## src/rtl/regfile_read_arbiter.sv

```systemverilog
// regfile_read_arbiter
//
// Round-robin arbiter that lets NUM_REQ requesters share one register-file
// read port. Each cycle at most one pending request is granted. The granted
// address drives the read-mux select, and the returned word is captured.
// One cycle later that word is presented to the winner through a one-entry
// response hold, which waits for the owner to accept it.
//
// Ports:
//   clk        system clock, rising edge
//   reset      asynchronous, active-high reset
//   req_valid  per-requester request valid
//   req_addr   packed register indices, requester i at [i*ADDR_WIDTH +: ADDR_WIDTH]
//   req_ready  one-hot grant, combinational, asserted in the acceptance cycle
//   rf_sel     select to the register-file read mux (0 when nothing is granted)
//   rf_data    read-mux output, combinational from rf_sel
//   rsp_valid  one-hot response valid, registered
//   rsp_data   registered read data
//   rsp_ready  per-requester response accept (only the owner's bit is used)

module regfile_read_arbiter #(
    parameter int unsigned NUM_REQ    = 4,
    parameter int unsigned DATA_WIDTH = 64,
    parameter int unsigned ADDR_WIDTH = 5
) (
    input  logic                          clk,
    input  logic                          reset,
    input  logic [NUM_REQ-1:0]            req_valid,
    input  logic [NUM_REQ*ADDR_WIDTH-1:0] req_addr,
    output logic [NUM_REQ-1:0]            req_ready,
    output logic [ADDR_WIDTH-1:0]         rf_sel,
    input  logic [DATA_WIDTH-1:0]         rf_data,
    output logic [NUM_REQ-1:0]            rsp_valid,
    output logic [DATA_WIDTH-1:0]         rsp_data,
    input  logic [NUM_REQ-1:0]            rsp_ready
);

    localparam int unsigned IdxW = $clog2(NUM_REQ);

    typedef enum logic {StIdle, StHold} state_e;

    state_e                  state_q;
    logic [IdxW-1:0]         rr_ptr_q;
    logic [IdxW-1:0]         owner_q;
    logic [NUM_REQ-1:0]      rsp_valid_q;
    logic [DATA_WIDTH-1:0]   rsp_data_q;

    logic                    can_grant;
    logic                    found;
    logic                    grant;
    int unsigned             scan_idx;
    logic [IdxW-1:0]         win;
    logic [IdxW-1:0]         rr_ptr_next;

    // The port is free when nothing is held, or when the held response is
    // being accepted this very cycle (simultaneous accept and grant).
    always_comb begin
        can_grant = 1'b0;
        if (!reset) begin
            if (state_q == StIdle) begin
                can_grant = 1'b1;
            end else begin
                can_grant = rsp_ready[owner_q];
            end
        end
    end

    // Scan from rr_ptr upward, wrapping, and take the first valid requester.
    always_comb begin
        found    = 1'b0;
        win      = '0;
        scan_idx = 0;
        for (int unsigned k = 0; k < NUM_REQ; k++) begin
            scan_idx = (32'(rr_ptr_q) + k) % NUM_REQ;
            if (!found && req_valid[scan_idx]) begin
                found = 1'b1;
                win   = IdxW'(scan_idx);
            end
        end
    end

    always_comb begin
        grant       = can_grant && found;
        req_ready   = '0;
        rf_sel      = '0;
        rr_ptr_next = rr_ptr_q;
        if (grant) begin
            req_ready = NUM_REQ'(1) << win;
            rf_sel    = req_addr[win*ADDR_WIDTH +: ADDR_WIDTH];
            if (32'(win) == NUM_REQ - 1) begin
                rr_ptr_next = '0;
            end else begin
                rr_ptr_next = win + 1'b1;
            end
        end
    end

    always_ff @(posedge clk or posedge reset) begin
        if (reset) begin
            state_q     <= StIdle;
            rr_ptr_q    <= '0;
            owner_q     <= '0;
            rsp_valid_q <= '0;
            rsp_data_q  <= '0;
        end else if (grant) begin
            state_q     <= StHold;
            rr_ptr_q    <= rr_ptr_next;
            owner_q     <= win;
            rsp_valid_q <= req_ready;
            rsp_data_q  <= rf_data;
        end else if (state_q == StHold && rsp_ready[owner_q]) begin
            // Accepted with nothing pending: drop valid, keep the last data.
            state_q     <= StIdle;
            rsp_valid_q <= '0;
        end
    end

    assign rsp_valid = rsp_valid_q;
    assign rsp_data  = rsp_data_q;

endmodule
```

## config.mk

```make
export PLATFORM = sky130hd
export DESIGN_NAME = regfile_read_arbiter
export DESIGN_NICKNAME = d
export VERILOG_FILES = /design/src/rtl/regfile_read_arbiter.sv
export SDC_FILE = /design/constraint.sdc
export NUM_CORES = 1
export LEC_CHECK = 0
export CAP_MARGIN = 40
export CORE_UTILIZATION = 35
export CTS_CLUSTER_SIZE = 25
export DETAILED_ROUTE_END_ITERATION = 8
export GPL_ROUTABILITY_DRIVEN = 0
export PLACE_DENSITY = 0.78
export SYNTH_ARGS = -nofsm -noshare
export SYNTH_HDL_FRONTEND = slang
export SYNTH_SLANG_ARGS = --single-unit
```

## constraint.sdc

```tcl
create_clock -name clk -period 8.6 [get_ports clk]
set_clock_uncertainty 0.15 [all_clocks]
set_input_delay 1.72 -clock clk [delete_from_list [all_inputs] [get_ports clk]]
set_output_delay 1.72 -clock clk [all_outputs]
set_load 0.05 [all_outputs]
```

==> impl_metrics.json <==
{
  "maxCapViolations": 0,
  "powerDensity_mw_per_mm2": 405,
  "ys_top_cells_by_area": "dfrtp_1, nand2_1, mux2i_1",
  "crit_chain": "clkdlybuf4s50_1 -> mux2i_1 -> o221ai_2 -> inv_1 -> ha_1 -> and2_1 -> clkdlybuf4s50_1",
  "cp_slowest_stage_delay_ns": 0.72,
  "crit_path_frequent_cell": "clkdlybuf4s50_1",
  "viasPerCell": 4.58,
  "reg2reg_depth": 5,
  "clock_latency_ns": 0.33,
  "min-delay-start": "rsp_data[46]$_DFFE_PP0P_",
  "cts_buffers": 9,
  "clkSinkCount": 73,
  "row_count": 33,
  "die_w_um": 96.1,
  "setup_violations": 0,
  "slew_headroom_pct": 41.1,
  "grt_pass1_wl_um": 13200,
  "syn_avg_cell_area_um2": 9.12,
  "r2r_slack_ns": 6.22,
  "drt_wl_total_um": 8290,
  "pwr-share-clk_pct": 14.1,
  "crit_family": "buffers and inverters",
  "r2r-start": "owner_q[0]$_DFFE_PP0P_",
  "area_growth_syn_to_layout_pct": 63.1,
  "h-tree-depth": 3,
  "vias": 2832,
  "ys_warn_count": 0,
  "ys_types": 33,
  "status": "finished clean",
  "p_sw_share_pct": 49.1,
  "place_ws_ns": 2.27,
  "critPathCaptureType": "output pin",
  "seqPwrFrac_pct": 28.3,
  "design.core.area_mm2": 0.00838,
  "drc": 0,
  "postCtsResizedCells": 0,
  "hold_depth": 2,
  "p_comb_share_pct": 57.6,
  "first_pass_iters": 4,
  "fin_nets": 603,
  "timing.final.crit_period_ns": 6.36,
  "peakVddDrop_v": 0.000197,
  "start_kind": "primary input",
  "port_buffers": 170,
  "crit_slowest_cell": "o221ai_2",
  "track_usage_pct": 18.5,
  "hold_violations": 0,
  "syn_inst": 340,
  "ys_ff_latch": 73,
  "critical_path_arrival_ns": 4.49,
  "cp_max_fo": 14,
  "critical_path_class": "in2out",
  "grt_antenna_before_repair": 0,
  "cts_root_buffer": "clkbuf_8",
  "layout-drive-gt1-share_pct": 5.07,
  "ios": 171,
  "slew_violations": 0,
  "leakagePower_nw": 2.44,
  "rsz0062_at_grt": "no",
  "die_h_um": 96.1,
  "syn_area_mm2": 0.00310,
  "dpl.hpwl_um": 6040,
  "cts_tree": "yes",
  "start_util_pct": 37.0,
  "yosysSeqAreaShare_pct": 58.9,
  "p_sw_mw": 1.01,
  "hold_path.class": "reg2reg",
  "dieArea_mm2": 0.00924,
  "required_ns": 6.73,
  "postRouteAntennaNets": 0,
  "hold_path_end": "rsp_data[46]$_DFFE_PP0P_",
  "post_cts_buffers": 0,
  "syn_nets": 435,
  "synth_top_cell_by_area": "dfrtp_1",
  "critPathBufInv": 3,
  "holdBufCountCts": 0,
  "synth_top_area_share_pct": 58.9,
  "antenna_cells": 0,
  "internal-power_mw": 1.04,
  "fin_crit_sh_pct": 74.0,
  "tns_ns": 0,
  "globalRouteOverflowTotal": 0,
  "clk_transition_reported_paths_ns": 0.07,
  "first_iter_violations": 96,
  "grt_pass1_vias": 2736,
  "timing.fmax_mhz": 157,
  "clockBufferDepth": 2,
  "layout_setup_ws_ns": 2.24,
  "grt_max_degree": 70,
  "tightestPinTransition_ns": 0.883,
  "wire_per_inst_um": 13.4,
  "r2r_end": "rsp_valid[1]$_DFFE_PP0P_"
}
[layout by cell type, fill, tap and decap left out, types with 2 or more instances in the layout]
| master | synthesis | layout |
|---|---|---|
| a21o_1 | 2 | 2 |
| a21oi_1 | 2 | 2 |
| buf_4 | 2 | 3 |
| bufinv_16 | 0 | 2 |
| clkbuf_8 | 0 | 9 |
| clkdlybuf4s50_1 | 0 | 170 |
| clkinv_2 | 0 | 2 |
| dfrtp_1 | 73 | 73 |
| inv_1 | 5 | 4 |
| mux2i_1 | 11 | 11 |
| nand2_1 | 200 | 200 |
| nor2_1 | 4 | 4 |
| o22ai_1 | 6 | 6 |
[cell type report]
type / count / area [um^2]
Fill cell: 716 / 3330
Sequential cell: 73 / 1830
Timing Repair Buffer: 173 / 1720
Multi-Input combinational cell: 246 / 1140
Tap cell: 105 / 131
Clock buffer: 10 / 128
Clock inverter: 6 / 90.1
Inverter: 5 / 20.0
[worst min-delay path: cells and delay by family (launching register included)]
| kind | cells | cell delay, ns |
|---|---|---|
| flip-flops | 1 | 0.34 |
| AND/OR/NAND/NOR | 2 | 0.10 |
[power groups by stage]
stage / registers, mW / clock network, mW / logic [mW]
floorplan: 1.07 / 0 / 0.293
global placement: 0.582 / 0 / 1.17
detailed placement: 0.585 / 0 / 1.19
CTS: 0.582 / 0.298 / 1.19
global route: 0.599 / 0.315 / 1.25
finish: 0.580 / 0.289 / 1.18
[worst max-delay path by stage]
| stage | startpoint | cells past startpoint | end | slack [ns] |
|---|---|---|---|---|
| 2_1_floorplan | reset | 5 | rf_sel[0] | 1.74 |
| 6_report | req_valid[2] | 7 | req_ready[3] | 2.24 |
| 5_1_grt | req_valid[2] | 7 | req_ready[3] | 2.04 |
| 3_5_place_dp | req_valid[2] | 7 | req_ready[3] | 2.27 |
| 4_1_cts | req_valid[2] | 7 | req_ready[3] | 2.25 |
| 3_3_place_gp | reset | 6 | rf_sel[0] | 2.37 |
[cell families (layout without fill, tap and decap cells)]
group	after synthesis	in the layout	share of synthesized area (%)
AOI/OAI and AO/OA	20	20	5.08
adders and majority gates	1	1	0.403
buffers and inverters	21	194	4.72
DFF	73	73	58.9
muxes	12	12	4.28
and+or+nand+nor	213	213	26.6
[routing by layer]
metal	track usage, %	part of all wire (%)	up-vias
li1	-	-	1403
met1	24.2	45	1288
met2	28.7	45	127
met3	5.45	8.5	14
met4	7.59	1.8	0
met5	0	0	-
[flip-flops by register name, summed over array words and instances (netlist names)]
signal     flops
owner_q        2
rr_ptr_q       2
rsp_data      64
rsp_valid      4
state_q        1
[through the flow]
stage / instance area (um^2) / power, mW / cells / hold WS (ns) / utilization, %
final: 5060 / 2.05 / 618 / 0.326 / 60.3
after floorplan: 3100 / 1.36 / 340 / 0.304 / -
after global routing: 5060 / 2.16 / 618 / 0.345 / 60.3
after detailed placement: 4840 / 1.77 / 602 / 0.313 / 57.7
after global placement: 4840 / 1.75 / 602 / 0.306 / 57.7
after CTS: 5060 / 2.07 / 618 / 0.331 / 60.3
[cells in the mapped netlist]
library cell	number
nor4_1	1
inv_1	5
and2_1	1
or3b_2	1
or3_1	1
or2_2	1
nand2b_1	1
mux2i_1	11
o2bb2ai_1	1
buf_4	2
nand2_1	200
o21ai_2	1
buf_2	6
ha_1	1
nor3_1	1
buf_6	7
o221ai_2	1
dfrtp_1	73
a22o_1	1
o211ai_2	1
nor2b_1	1
nor2_1	4
mux4_2	1
clkbuf_1	1
a311oi_1	1
a21oi_1	2
o211a_1	1
o21ai_0	1
a21o_1	2
a2bb2o_1	1
or4_1	1
a21boi_0	1
o22ai_1	6
Note: power is estimated with default switching activity, not from simulation.
